File: config.mk
export PLATFORM = sky130hd
export DESIGN_NAME = multiword_add_seq
export DESIGN_NICKNAME = d
export VERILOG_FILES = /design/src/rtl/multiword_add_seq.sv
export SDC_FILE = /design/constraint.sdc
export NUM_CORES = 1
export LEC_CHECK = 0
export CORE_MARGIN = 5
export CORE_UTILIZATION = 42
export DETAILED_ROUTE_END_ITERATION = 10
export PLACE_DENSITY = 0.77
export SLEW_MARGIN = 20
export SYNTH_ARGS = -nofsm -noshare
export SYNTH_HDL_FRONTEND = slang
export SYNTH_SLANG_ARGS = --single-unit
File: constraint.sdc
create_clock -name clk -period 2.26 [get_ports clk]
set_clock_uncertainty 0.1 [all_clocks]
set_input_delay 0.678 -clock clk [delete_from_list [all_inputs] [get_ports clk]]
set_output_delay 0.678 -clock clk [all_outputs]
set_load 0.005 [all_outputs]
File: src/rtl/multiword_add_seq.sv
// Multi-word adder sequencer: adds NWORDS 32-bit words through one external adder.
// Define MWADD_OVF_EN to add the registered signed-overflow output out_ovf.
module multiword_add_seq #(
  parameter int NWORDS = 4
) (
  input  logic                  clk,
  input  logic                  rst,
  input  logic                  in_valid,
  output logic                  in_ready,
  input  logic [32*NWORDS-1:0]  op_a,
  input  logic [32*NWORDS-1:0]  op_b,
  input  logic                  op_cin,
  output logic [31:0]           add_a,
  output logic [31:0]           add_b,
  output logic                  add_cin,
  input  logic [31:0]           add_sum,
  input  logic                  add_cout,
  output logic                  out_valid,
  input  logic                  out_ready,
  output logic [32*NWORDS-1:0]  out_sum,
  output logic                  out_cout,
`ifdef MWADD_OVF_EN
  output logic                  out_ovf,
`endif
  output logic                  busy
);

  localparam int IW = $clog2(NWORDS);
  localparam int MSB = 32*NWORDS-1;
  localparam logic [IW-1:0] LAST = IW'(NWORDS-1);

  typedef enum logic [1:0] {
    IDLE,
    RUN,
    DONE
  } state_t;

  state_t state_q, state_d;

  logic [32*NWORDS-1:0] a_q, b_q, sum_q;
  logic [IW-1:0]        idx_q;
  logic                 carry_q;
  logic                 cout_q;
  logic                 last;

  assign last = (idx_q == LAST);

  always_ff @(posedge clk) begin
    if (rst) begin
      state_q <= IDLE;
    end else begin
      state_q <= state_d;
    end
  end

  always_comb begin
    state_d   = state_q;
    in_ready  = 1'b0;
    out_valid = 1'b0;
    busy      = 1'b1;
    add_a     = '0;
    add_b     = '0;
    add_cin   = 1'b0;
    unique case (1'b1)
      (state_q == IDLE): begin
        in_ready = 1'b1;
        busy     = 1'b0;
        if (in_valid) state_d = RUN;
      end
      (state_q == RUN): begin
        add_a   = a_q[idx_q*32 +: 32];
        add_b   = b_q[idx_q*32 +: 32];
        add_cin = carry_q;
        if (last) state_d = DONE;
      end
      (state_q == DONE): begin
        out_valid = 1'b1;
        if (out_ready) state_d = IDLE;
      end
      default: state_d = IDLE;
    endcase
  end

  // Result words are written in place, so the previous result persists until overwritten.
  always_ff @(posedge clk) begin
    if (rst) begin
      a_q     <= '0;
      b_q     <= '0;
      sum_q   <= '0;
      idx_q   <= '0;
      carry_q <= 1'b0;
      cout_q  <= 1'b0;
    end else if (state_q == IDLE && in_valid) begin
      a_q     <= op_a;
      b_q     <= op_b;
      carry_q <= op_cin;
      idx_q   <= '0;
    end else if (state_q == RUN) begin
      sum_q[idx_q*32 +: 32] <= add_sum;
      carry_q <= add_cout;
      idx_q   <= idx_q + 1'b1;
      if (last) cout_q <= add_cout;
    end
  end

  assign out_sum  = sum_q;
  assign out_cout = cout_q;

`ifdef MWADD_OVF_EN
  logic ovf_q;

  always_ff @(posedge clk) begin
    if (rst) begin
      ovf_q <= 1'b0;
    end else if (state_q == RUN && last) begin
      ovf_q <= (a_q[MSB] == b_q[MSB]) && (add_sum[31] != a_q[MSB]);
    end
  end

  assign out_ovf = ovf_q;
`endif

endmodule

==> run summary <==
R2R setup slack -> 0.01 ns
max_slew headroom -> 0.493
setup ws final -> -0.610 ns
Multi-input gate area -> 0.00701 mm^2
Final min period -> 2.87 ns
Setup crit start -> idx_q[0]
syn_area_per_cell -> 9.21 um^2
R2R Path End -> out_sum[43]
row count -> 70
Hold Fails Final Rpt -> 0
Pleak -> 8.82 nW
num ports -> 491
final-stage net count -> 2461
Reg clk slew, reported paths -> 0.06 ns
CP max stage delay -> 0.50 ns
most frequent cell after synthesis -> nand2_1
placer congestion estimate -> 0.902
CTS Sinks -> 390
Initial DRC Count -> 738
Setup-failing EPs final -> 64
worst-skew pair later-pin latency -> 0.54 ns
startpoint class of the critical path -> flop
CP Depth -> 6
synth cell count leaders -> nand2_1, dfxtp_1, a21oi_1, a22o_1, and2_1
final slew viol count -> 0
Initial Utilization -> 0.422
max-cap violations -> 0
Pre-antenna DRT Iters -> 5
part of the cycle the worst path needs -> 1.27
CP arrival -> 2.09 ns
Bufs on Longest Clock Path -> 3
die area -> 0.0404 mm^2
CP Data Required Time -> 1.48 ns
failing checks -> negative setup slack
initial antenna violation count -> 2
vias per cell -> 5.39
power density cells -> 697 mW/mm^2
Core Box Area -> 0.0363 mm^2
crit path to -> add_b[8]
Setup WS pre-CTS -> -0.362 ns
Vias -> 14300
VDD IR-drop max -> 562 uV
CTS Hold Bufs -> 0
sequential area share after synthesis -> 0.510
fmax -> 0.348 GHz
CTS root buf -> clkbuf_16
RSZ-0062 raised after global routing -> yes
per-cell routed wire length -> 20.3 um
synthesis-stage register bit count -> 390
post-synth top area share -> 0.510
library cells used by synthesis -> 32
area leader, netlist -> dfxtp_1
Pwr Total -> 16.2 mW
CTS Buf Count -> 41
top cell family by delay on the critical path -> multiplexers
most used cell, CP -> buf_12
pin count of the biggest net entering global routing -> 164
chip height -> 201 um
hpwl dp -> 35300 um
largest cells by area after synthesis -> dfxtp_1, nand2_1, a21oi_1
slowest stage cell, crit path -> mux4_2
Least-Margin Pin Slew -> 0.761 ns
Port Buffer Count -> 490
Placed Cells -> 2526
asr flop ratio synth -> 0
post-route DRC violation count -> 0
Max H-tree Level -> 2
critical-path cell list -> buf_12 > buf_12 > buf_8 > mux4_2 > and2_4 > buf_6
CTS tree -> yes
area added between synthesis and finish -> 51.6%
Total Routed Length -> 54100 um
register area -> 0.00782 mm^2
Syn. warnings -> 0
Syn Inst Count -> 1662
Critical Path Sink Type -> output pin
Crit Path Max Fanout -> 5
GRT Total Usage -> 0.248
Cell Area, Synth -> 0.0153 mm^2
Main synth FF type -> dfxtp_1
Buf/Inv on CP -> 4
reg2reg start -> idx_q[0]
Die X -> 201 um
critical path class -> reg -> out
outcome -> finished with violations
synthesized net count -> 1961
Post-DRT Antenna Nets -> 0
EDFF count, synth -> 0
Post-Layout Cell Count -> 2661
fill count -> 2854
grt ovf -> 0
Worst Reg-to-Reg Cells -> 11
first-pass GRT wire length -> 80800 um
vias in the first global route -> 14300
Hold/Removal Path Class -> in -> reg
share of cells above drive strength 1 -> 0.183
## placed cells by master, fill, tap and decap left out, types with 4 or more instances in the layout
| cell type | Yosys | layout |
|---|---|---|
| buf_2 | 54 | 19 |
| a22o_1 | 96 | 96 |
| nand2_1 | 548 | 548 |
| clkdlybuf4s50_1 | 0 | 416 |
| buf_4 | 4 | 29 |
| buf_6 | 29 | 75 |
| clkbuf_16 | 0 | 47 |
| dfxtp_1 | 390 | 383 |
| a21oi_2 | 3 | 14 |
| buf_16 | 0 | 4 |
| clkbuf_1 | 51 | 11 |
| mux4_2 | 64 | 64 |
| buf_8 | 0 | 8 |
| nand3_1 | 32 | 16 |
| clkinv_2 | 0 | 12 |
| nand3_2 | 0 | 15 |
| clkbuf_8 | 0 | 5 |
| and2_1 | 65 | 18 |
| and2_4 | 0 | 47 |
| buf_12 | 0 | 37 |
| a21oi_1 | 290 | 279 |
| dfxtp_2 | 0 | 5 |
## flip-flops by register name, indices dropped and copies added (netlist names)
signal and flops:
a_q 128, b_q 128, state_q 2, idx_q 2, out_cout 1, carry_q 1, out_sum 128
## layer usage
metal  up-vias  share of wire  GRT usage
met5         -              0          0
met4         0          0.039     0.0895
met3       130          0.082     0.0630
met2       607           0.50      0.436
met1      6949           0.38      0.294
li1       6663              -          -
## layout make-up
class,count,share of cell area
clock buffer,58,0.0500
antenna,2,0.000216
timing repair buffer,599,0.279
clock inverter,14,0.00517
multi-input combinational,1127,0.302
tap,468,0.0252
sequential,390,0.337
inverter,3,0.00113
## worst min-delay path by stage
stage,startpoint,depth (start not counted),endpoint
after floorplan,a_q[64],2,a_q[64]
after global placement,out_sum[102],2,out_sum[102]
after detailed placement,a_q[78],2,a_q[78]
after CTS,rst,2,idx_q[1]
after global routing,rst,2,idx_q[1]
final,rst,2,idx_q[1]
## timing repair
action | 4_1_cts | 5_1_grt
buffers inserted | 43 | 15
endpoints found under the setup margin | 74 | 170
pin swaps | 44 | 36
cloned | 8 | 7
gates resized for setup | 392 | 92
hold endpoints to repair | 0 | 0
## report_power, final
group	switching [mW]	leakage [nW]	total, mW	internal, mW
sequential	0.184	3.19	7.39	7.20
combinational	1.01	4.99	2.30	1.29
clock	2.70	0.642	6.51	3.80
total	3.90	8.82	16.2	12.3
## worst register-to-register path, stage by stage, from the launching register on
cell       delay, ns
dfxtp_4         0.39
buf_8           0.13
buf_12          0.13
buf_6           0.11
buf_12          0.11
clkinv_8        0.06
ha_4            0.31
nand4b_1        0.16
nor4_4          0.17
buf_6           0.20
clkbuf_16       0.19
a22o_1          0.15
## per-stage QoR
stage | instance area (um^2) | utilization | setup TNS [ns] | hold slack [ns]
floorplan | 15300 | - | 0 | 0.333
global placement | 20700 | 0.571 | -30.39 | 0.337
detailed placement | 20700 | 0.571 | -32.25 | 0.343
CTS | 22700 | 0.626 | -37.97 | 0.259
global route | 23200 | 0.640 | -41.61 | 0.281
finish | 23200 | 0.640 | -33.70 | 0.294
## logic make-up after synthesis
family                     share of synthesized area
adders and majority gates                    0.00409
xor gates and xnor gates                    0.000572
AOI/OAI and AO/OA                              0.153
and+or+nand+nor                                0.183
DFF                                            0.510
buffers and inverters                         0.0552
muxes                                         0.0948
No activity file was read; power rests on OpenSTA's default activity.
